[config.mk]
export PLATFORM = sky130hd
export DESIGN_NAME = lsu_mem_stage
export DESIGN_NICKNAME = d
export VERILOG_FILES = /design/src/rtl/lsu_mem_stage.sv
export SDC_FILE = /design/constraint.sdc
export NUM_CORES = 1
export LEC_CHECK = 0
export BUFFER_PORTS_ARGS = -buffer_cell sky130_fd_sc_hd__buf_2
export CORE_UTILIZATION = 35
export DETAILED_ROUTE_END_ITERATION = 10
export PLACE_DENSITY_LB_ADDON = 0.12
export SLEW_MARGIN = 20
export SYNTH_ARGS = -nofsm -noshare
export SYNTH_HDL_FRONTEND = slang
export SYNTH_SLANG_ARGS = --single-unit
[constraint.sdc]
create_clock -name clk -period 2.96 [get_ports clk]
set_clock_uncertainty 0.1 [all_clocks]
set_input_delay 0.296 -clock clk [delete_from_list [all_inputs] [get_ports clk]]
set_output_delay 0.296 -clock clk [all_outputs]
set_load 0.02 [all_outputs]
[src/rtl/lsu_mem_stage.sv]
// Load/store access stage: one bus request per memory instruction. The core stalls until the ack arrives, and rd then carries the extended load data.
// Latency is 2 stall cycles when the ack comes in the first REQ cycle. Optional ack watchdog: `define LSU_TIMEOUT_EN.
module lsu_mem_stage #(
    parameter int unsigned TIMEOUT = 255
) (
    input  logic        clk,
    input  logic        rst,
    input  logic        mem_op,
    input  logic        mem_we,
    input  logic [2:0]  funct3,
    input  logic [31:0] addr,
    input  logic [31:0] wdata,
    output logic [31:0] rd,
    output logic        stall,
    output logic        misalign,
    output logic        bus_err,
    output logic        bus_req,
    output logic        bus_we,
    output logic [31:0] bus_addr,
    output logic [3:0]  bus_wstrb,
    output logic [31:0] bus_wdata,
    input  logic [31:0] bus_rdata,
    input  logic        bus_ack
);

    typedef enum logic [1:0] {IDLE, REQ, DONE} state_t;

    state_t      state_q, state_d;
    logic        is_b, is_h, is_uns;
    logic        start;
    logic        capture;
    logic        to_hit;
    logic [3:0]  strb_d;
    logic [31:0] wdat_d;
    logic [31:0] load_ext;
    logic [7:0]  ld_byte;
    logic [15:0] ld_half;

    logic        we_q, we_d;
    logic [31:0] addr_q, addr_d;
    logic [3:0]  strb_q, strb_q_d;
    logic [31:0] wdat_q, wdat_q_d;
    logic [1:0]  lane_q, lane_d;
    logic        is_b_q, is_b_d;
    logic        is_h_q, is_h_d;
    logic        is_uns_q, is_uns_d;
    logic [31:0] rd_q, rd_d;

    if (TIMEOUT == 0) begin : g_bad_timeout
        $error("lsu_mem_stage: TIMEOUT must be at least 1");
    end

    // Unlisted funct3 codes fall through to word access.
    always_comb begin
        is_b   = 1'b0;
        is_h   = 1'b0;
        is_uns = 1'b0;
        case (funct3)
            3'b000: is_b = 1'b1;
            3'b001: is_h = 1'b1;
            3'b100: begin is_b = 1'b1; is_uns = 1'b1; end
            3'b101: begin is_h = 1'b1; is_uns = 1'b1; end
            default: ;
        endcase
    end

    assign misalign = mem_op && ((is_h && addr[0]) || (!is_b && !is_h && (addr[1:0] != 2'b00)));
    assign start    = mem_op && !misalign;
    assign stall    = start && (state_q != DONE);

    always_comb begin
        strb_d = 4'b0000;
        wdat_d = 32'h0;
        if (mem_we) begin
            if (is_b) begin
                strb_d = 4'b0001 << addr[1:0];
                wdat_d = {4{wdata[7:0]}};
            end else if (is_h) begin
                strb_d = 4'b0011 << addr[1:0];
                wdat_d = {2{wdata[15:0]}};
            end else begin
                strb_d = 4'b1111;
                wdat_d = wdata;
            end
        end
    end

`ifdef LSU_TIMEOUT_EN
    localparam int CW = $clog2(TIMEOUT + 1);

    logic [CW-1:0] to_cnt_q, to_cnt_d;
    logic          err_q, err_d;

    assign to_hit = (state_q == REQ) && !bus_ack && (to_cnt_q == CW'(TIMEOUT - 1));

    always_comb begin
        to_cnt_d = to_cnt_q;
        if (capture) begin
            to_cnt_d = '0;
        end else if ((state_q == REQ) && !bus_ack) begin
            to_cnt_d = to_cnt_q + 1'b1;
        end
        err_d = to_hit;
    end

    always_ff @(posedge clk or posedge rst) begin
        if (rst) begin
            to_cnt_q <= '0;
            err_q    <= 1'b0;
        end else begin
            to_cnt_q <= to_cnt_d;
            err_q    <= err_d;
        end
    end

    assign bus_err = err_q;
`else
    assign to_hit  = 1'b0;
    assign bus_err = 1'b0;
`endif

    always_ff @(posedge clk or posedge rst) begin
        if (rst) begin
            state_q <= IDLE;
        end else begin
            state_q <= state_d;
        end
    end

    always_comb begin
        state_d = state_q;
        case (state_q)
            IDLE:    if (start) state_d = REQ;
            REQ:     if (bus_ack || to_hit) state_d = DONE;
            DONE:    state_d = IDLE;
            default: state_d = IDLE;
        endcase
    end

    always_comb begin
        bus_req = (state_q == REQ);
        capture = (state_q == IDLE) && start;
    end

    // Extraction uses the captured lane/size, so addr may wander during REQ.
    always_comb begin
        case (lane_q)
            2'd0:    ld_byte = bus_rdata[7:0];
            2'd1:    ld_byte = bus_rdata[15:8];
            2'd2:    ld_byte = bus_rdata[23:16];
            default: ld_byte = bus_rdata[31:24];
        endcase
        ld_half = lane_q[1] ? bus_rdata[31:16] : bus_rdata[15:0];
        if (is_b_q) begin
            load_ext = {{24{ld_byte[7] & ~is_uns_q}}, ld_byte};
        end else if (is_h_q) begin
            load_ext = {{16{ld_half[15] & ~is_uns_q}}, ld_half};
        end else begin
            load_ext = bus_rdata;
        end
    end

    always_comb begin
        we_d     = we_q;
        addr_d   = addr_q;
        strb_q_d = strb_q;
        wdat_q_d = wdat_q;
        lane_d   = lane_q;
        is_b_d   = is_b_q;
        is_h_d   = is_h_q;
        is_uns_d = is_uns_q;
        rd_d     = rd_q;
        if (capture) begin
            we_d     = mem_we;
            addr_d   = {addr[31:2], 2'b00};
            strb_q_d = strb_d;
            wdat_q_d = wdat_d;
            lane_d   = addr[1:0];
            is_b_d   = is_b;
            is_h_d   = is_h;
            is_uns_d = is_uns;
        end
        if ((state_q == REQ) && bus_ack && !we_q) begin
            rd_d = load_ext;
        end
    end

    always_ff @(posedge clk or posedge rst) begin
        if (rst) begin
            we_q     <= 1'b0;
            addr_q   <= 32'h0;
            strb_q   <= 4'b0000;
            wdat_q   <= 32'h0;
            lane_q   <= 2'b00;
            is_b_q   <= 1'b0;
            is_h_q   <= 1'b0;
            is_uns_q <= 1'b0;
            rd_q     <= 32'h0;
        end else begin
            we_q     <= we_d;
            addr_q   <= addr_d;
            strb_q   <= strb_q_d;
            wdat_q   <= wdat_q_d;
            lane_q   <= lane_d;
            is_b_q   <= is_b_d;
            is_h_q   <= is_h_d;
            is_uns_q <= is_uns_d;
            rd_q     <= rd_d;
        end
    end

    assign rd        = rd_q;
    assign bus_we    = we_q;
    assign bus_addr  = addr_q;
    assign bus_wstrb = strb_q;
    assign bus_wdata = wdat_q;

endmodule

# Yosys cells after proc, flatten, opt, wreduce, memory -nomap -nowiden
# Cells that the tools add are included.
word_totals:
  register_bits: 106
  in_bits: 104
  output_inout_bits: 105
  word_cells: 62
classes:
  eq_ne: 9
  shift: 2
  muxes: 16
  bitwise_logic: 3
  n_reduce_logical: 22
op_table:
  columns: ["op", "n"]
  rows:
  - ["$mux W32", 5]
  - ["$pmux W8 S3", 1]
  - ["$mux W16", 1]
  - ["$mux W4", 3]
  - ["$logic_and A1 B1 Y1", 9]
  - ["$eq A3 B3 Y1 const B", 2]
  - ["$reduce_or A2 Y1", 3]
  - ["$eq A2 B1 Y1 const B", 2]
  - ["$logic_not A1 Y1", 4]
  - ["$logic_not A2 Y1", 2]
  - ["$mux W2", 2]
  - ["$ne A2 B2 Y1 const B", 2]
  - ["$pmux W2 S2", 1]
  - ["$shl A1 B2 Y4 const A", 1]
  - ["$shl A2 B2 Y4 const A", 1]
  - ["$eq A3 B1 Y1 const B", 1]
  - ["$logic_not A3 Y1", 1]
  - ["$mux W1", 3]
  - ["$and A1 B1 Y1", 2]
  - ["$eq A2 B2 Y1 const B", 1]
  - ["$ne A2 B1 Y1 const B", 1]
  - ["$reduce_and A2 Y1", 1]
  - ["$reduce_bool A2 Y1", 1]
  - ["$logic_or A1 B1 Y1", 1]
  - ["$not A1 Y1", 1]

# Depth between registers and ports, before layout
logic_depth:
  ltp_word: 12
  ltp_mapped: 8
  ltp_nobuf: 5

# Worst setup path after synthesis
# No wires, ideal clock.
synth_path:
  path_kind: "in2out"
  start: "in funct3[0]"
  end: "out stall"
  arrival_time_ns: 1.862
  required_time_ns: 2.564
  setup_slack_ns: 0.702
  cell_stages: 4
  n_path_buf: 2
  cell_sequence: "buf_2 and3b_1 buf_6 a2111oi_0"
synth_via:
  elab_chain_cells: 11
  elab_cells_between_ends: 18
synth_lines:
  columns: ["item", "line", "rtl"]
  rows:
  - ["start: declaration", "10", "input logic [2:0] funct3,"]
  - ["$eq A3 B3 Y1, or another cell as far along", "58", "case (funct3)"]
  - ["$reduce_or A2 Y1 (no line)", null, null]
  - ["$mux W1", "58", null]
  - ["$logic_not A1 Y1", "67", "assign misalign = mem_op && ((is_h && addr[0]) || (!is_b && !is_h && (addr[1:0] != 2'b00)));"]
  - ["$logic_and A1 B1 Y1 (2 in a row)", "67", null]
  - ["$logic_or A1 B1 Y1 *", "67", null]
  - ["$logic_and A1 B1 Y1 *", "67", null]
  - ["$logic_not A1 Y1 *", "68", "assign start = mem_op && !misalign;"]
  - ["$logic_and A1 B1 Y1 *", "68", null]
  - ["$logic_and A1 B1 Y1 *", "69", "assign stall = start && (state_q != DONE);"]
  - ["end: declaration", "14", "output logic stall,"]
# Every way passes the cells marked *; elsewhere a longest branch is shown, timed or not.

# Final worst setup path
layout_path:
  start: "in addr[0]"
  end: "reg is_uns_q"
layout_via:
  elab_chain_cells: 7
  elab_cells_between_ends: 8
layout_lines:
  columns: ["item", "line", "rtl"]
  rows:
  - ["start: declaration", "11", "input logic [31:0] addr,"]
  - ["$reduce_bool A2 Y1", "67", null]
  - ["$logic_and A1 B1 Y1", "67", null]
  - ["$logic_or A1 B1 Y1 *", "67", null]
  - ["$logic_and A1 B1 Y1 *", "67", null]
  - ["$logic_not A1 Y1 *", "68", null]
  - ["$logic_and A1 B1 Y1 *", "68", null]
  - ["$logic_and A1 B1 Y1 *", "142", "capture = (state_q == IDLE) && start;"]
  - ["end signal: assignment", "207", "is_uns_q <= is_uns_d;"]
  - ["end: declaration", "46", "logic is_uns_q, is_uns_d;"]
# Marked as above.
# A chain may end at the register's enable or synchronous reset.

==> impl_metrics.toml <==
[drt]
drc = 0
wl_mm = 15.8
wl_per_cell_um = 18.1
drt-initial-drc-count = 343
via_per_inst = 5.09
dr_total_vias = 4440
drtAntennaViolNets = 0
drt_first_pass_iters = 4

[power]
power_leakage_nw = 3.65
power_density_nw_per_um2 = 853
power_frac_comb = 0.415
p_int_mw = 3.64
clockPowerShare = 0.202
p_seq_frac = 0.383
vdd_ir_drop_max_mv = 0.348
p_switching_mw = 2.40
switching_share = 0.398

[floorplanning]
io_pins = 209
die_y_um = 128
row_count = 45
start_util = 0.362
die_area_sq_um = 16400
die_w_um = 128
core_area_sq_um = 15400

[finish]
num_antenna_cells = 0
final_core_util = 0.461
drive_gt1_frac = 0.476
final_cells = 873
syn_to_final_growth_pct = 27.3
nets = 765
fillers = 1472

[sta]
hold_violations = 0
post-route-period-util = 0.811
worst_slew_pin_slew_ns = 0.683
drv_slew = 0
max_freq_ghz = 0.416
setup_violations = 0
finalSetupTns_ns = 0
post-route-min-period_ns = 2.40
rsz0062_at_grt = "false"
relSlewSlack = 0.543

[synthesis]
synth-edff-count = 0
synthCells = 466
ys_ff_latch = 106
async_flop_share = 1.00
ys_seq_area_frac = 0.476
syn_area_sq_um = 5570
avgSynthCellArea_sq_um = 12.0
ys.warnings.count = 0
synth_ff_type = "dfrtp_1"
synth_cell_types = 40

[clocking]
cts_buffer_depth = 2
h-tree-depth = 3
cts_tree = "yes"
clock_sinks = 106
clk_transition_reported_paths_ns = 0.08
numCtsBuffers = 9
postCtsResizedCells = 0
cts-root-buf = "clkbuf_16"
post_cts_buffers = 0
clock_latency_ns = 0.35

[critical_path]
reg2reg_from = "state_q[1]"
cp_data_arrival_time_ns = 2.54
critPathLaunchType = "primary input"
worstPathRequired_ns = 3.10
r2r-end = "is_uns_q"
r2r_cells = 4
criticalPathCategory = "in2reg"
critPathMaxFanout = 24
crit_path_end_kind = "register"
regToRegSetupSlack_ns = 0.56

[outcome]
status = "finished, final reports clean"

[global_route]
grt.overflow.total = 0
grt_max_degree = 49
grt_pass1_wl_mm = 24.5
antenna_found_initial = 2
track_usage = 0.196
grt_pass1_vias = 4399

[job]
max-cap-violations = 0

[place]
dp_hpwl_mm = 11.4
dpl.cell_count = 856
gp_congestion = 0.803
portBuffers = 205

[hold_path]
hp-class = "in2reg"
hold_start = "addr[27]"
hold_depth = 2
hold_path_end = "bus_addr[27]"
[layout by cell type, fill, tap and decap left out, types with 9 or more instances in the layout]
cell type,instances
inv_1,24
a31oi_1,32
buf_4,11
mux2i_1,34
nand2_1,11
buf_2,205
nor2_1,37
nand2b_1,10
dfrtp_1,106
mux2_2,23
a21oi_1,20
clkbuf_16,9
mux2_4,43
[stage by stage]
stage	power [mW]	hold slack [ns]	cell area (sq um)	worst slack, ns
floorplan	3.98	0.325	5580	0.702
global placement	4.84	0.312	6780	0.265
detailed placement	4.87	0.316	6780	0.191
CTS	6.12	0.0478	7090	0.563
global route	6.41	0.0478	7090	0.395
finish	6.05	0.0617	7090	0.558
[how the worst max path moves through the flow]
stage / from / end / slack (ns) / cells after the start
2_1_floorplan: funct3[0] / stall / 0.70 / 4
3_3_place_gp: addr[0] / lane_q[1] / 0.26 / 7
3_5_place_dp: addr[0] / bus_we / 0.19 / 7
4_1_cts: state_q[1] / is_uns_q / 0.56 / 4
5_1_grt: addr[0] / is_b_q / 0.39 / 7
6_report: addr[0] / is_uns_q / 0.56 / 7
[synthesized netlist by cell type, drive strengths merged, types with 2 or more instances]
master / number / share of area
a21oi: 20 / 0.018
a221o: 8 / 0.014
and4b: 8 / 0.014
nor2b: 3 / 0.0034
nor2: 37 / 0.025
inv: 25 / 0.017
mux2i: 34 / 0.061
clkbuf: 25 / 0.017
buf: 16 / 0.024
nand2b: 10 / 0.011
o41ai: 8 / 0.013
o31ai: 8 / 0.012
mux4: 8 / 0.032
nand2: 11 / 0.0074
mux2: 66 / 0.16
o21ai: 4 / 0.0036
ha: 4 / 0.0090
and3b: 2 / 0.0031
o211ai: 8 / 0.011
a31oi: 32 / 0.036
or2: 2 / 0.0022
dfrtp: 106 / 0.48
and3: 8 / 0.0090
[power groups by stage]
stage / logic [mW] / registers [mW] / clock network [mW]
after detailed placement: 2.53 / 2.35 / 0
final: 2.51 / 2.32 / 1.22
after global routing: 2.70 / 2.40 / 1.32
after floorplan: 1.10 / 2.88 / 0
after CTS: 2.53 / 2.33 / 1.25
after global placement: 2.50 / 2.34 / 0
[timing repair]
action | CTS | global route
setup endpoints to repair | 0 | 0
endpoints found under the hold margin | 25 | 0
hold buffers | 1 | 0
[per-layer routing]
| metal | global-route usage | part of all wire |
|---|---|---|
| met1 | 0.251 | 0.43 |
| met4 | 0.0671 | 0.015 |
| met3 | 0.0568 | 0.078 |
| met2 | 0.316 | 0.47 |
| met5 | 0 | 0.0015 |
[layout make-up]
class	instances	area [sq um]	share of cell area
Clock inverter	7	75.1	0.0106
Clock buffer	9	225	0.0318
Tap cell	211	264	0.0372
Inverter	26	101	0.0143
Timing Repair Buffer	219	1160	0.163
Multi-Input combinational cell	295	2610	0.369
Sequential cell	106	2650	0.374
[registers in the layout, indices dropped and copies added, names as in the netlist]
signal,count
bus_addr,30
rd,32
state_q,2
lane_q,2
bus_wdata,32
bus_wstrb,4
bus_we,1
is_uns_q,1
is_h_q,1
is_b_q,1
[worst max-delay path: stages]
cell and delay (ns):
buf_2 0.14, inv_1 0.08, ha_1 0.22, nor2b_1 0.54, or4_4 0.52, buf_4 0.41, mux2_4 0.33
[kinds of logic (layout without fill, tap and decap cells)]
| kind of cell | after synthesis | in the layout | synth area share |
|---|---|---|---|
| and+or+nand+nor | 89 | 89 | 0.0881 |
| adders and majority gates | 4 | 4 | 0.00899 |
| buffers and inverters | 67 | 261 | 0.0589 |
| DFF | 106 | 106 | 0.476 |
| other | 1 | 3 | 0.000673 |
| muxes | 108 | 108 | 0.256 |
| AOI/OAI and AO/OA | 91 | 91 | 0.111 |
Power figures use the tool's default switching activity.
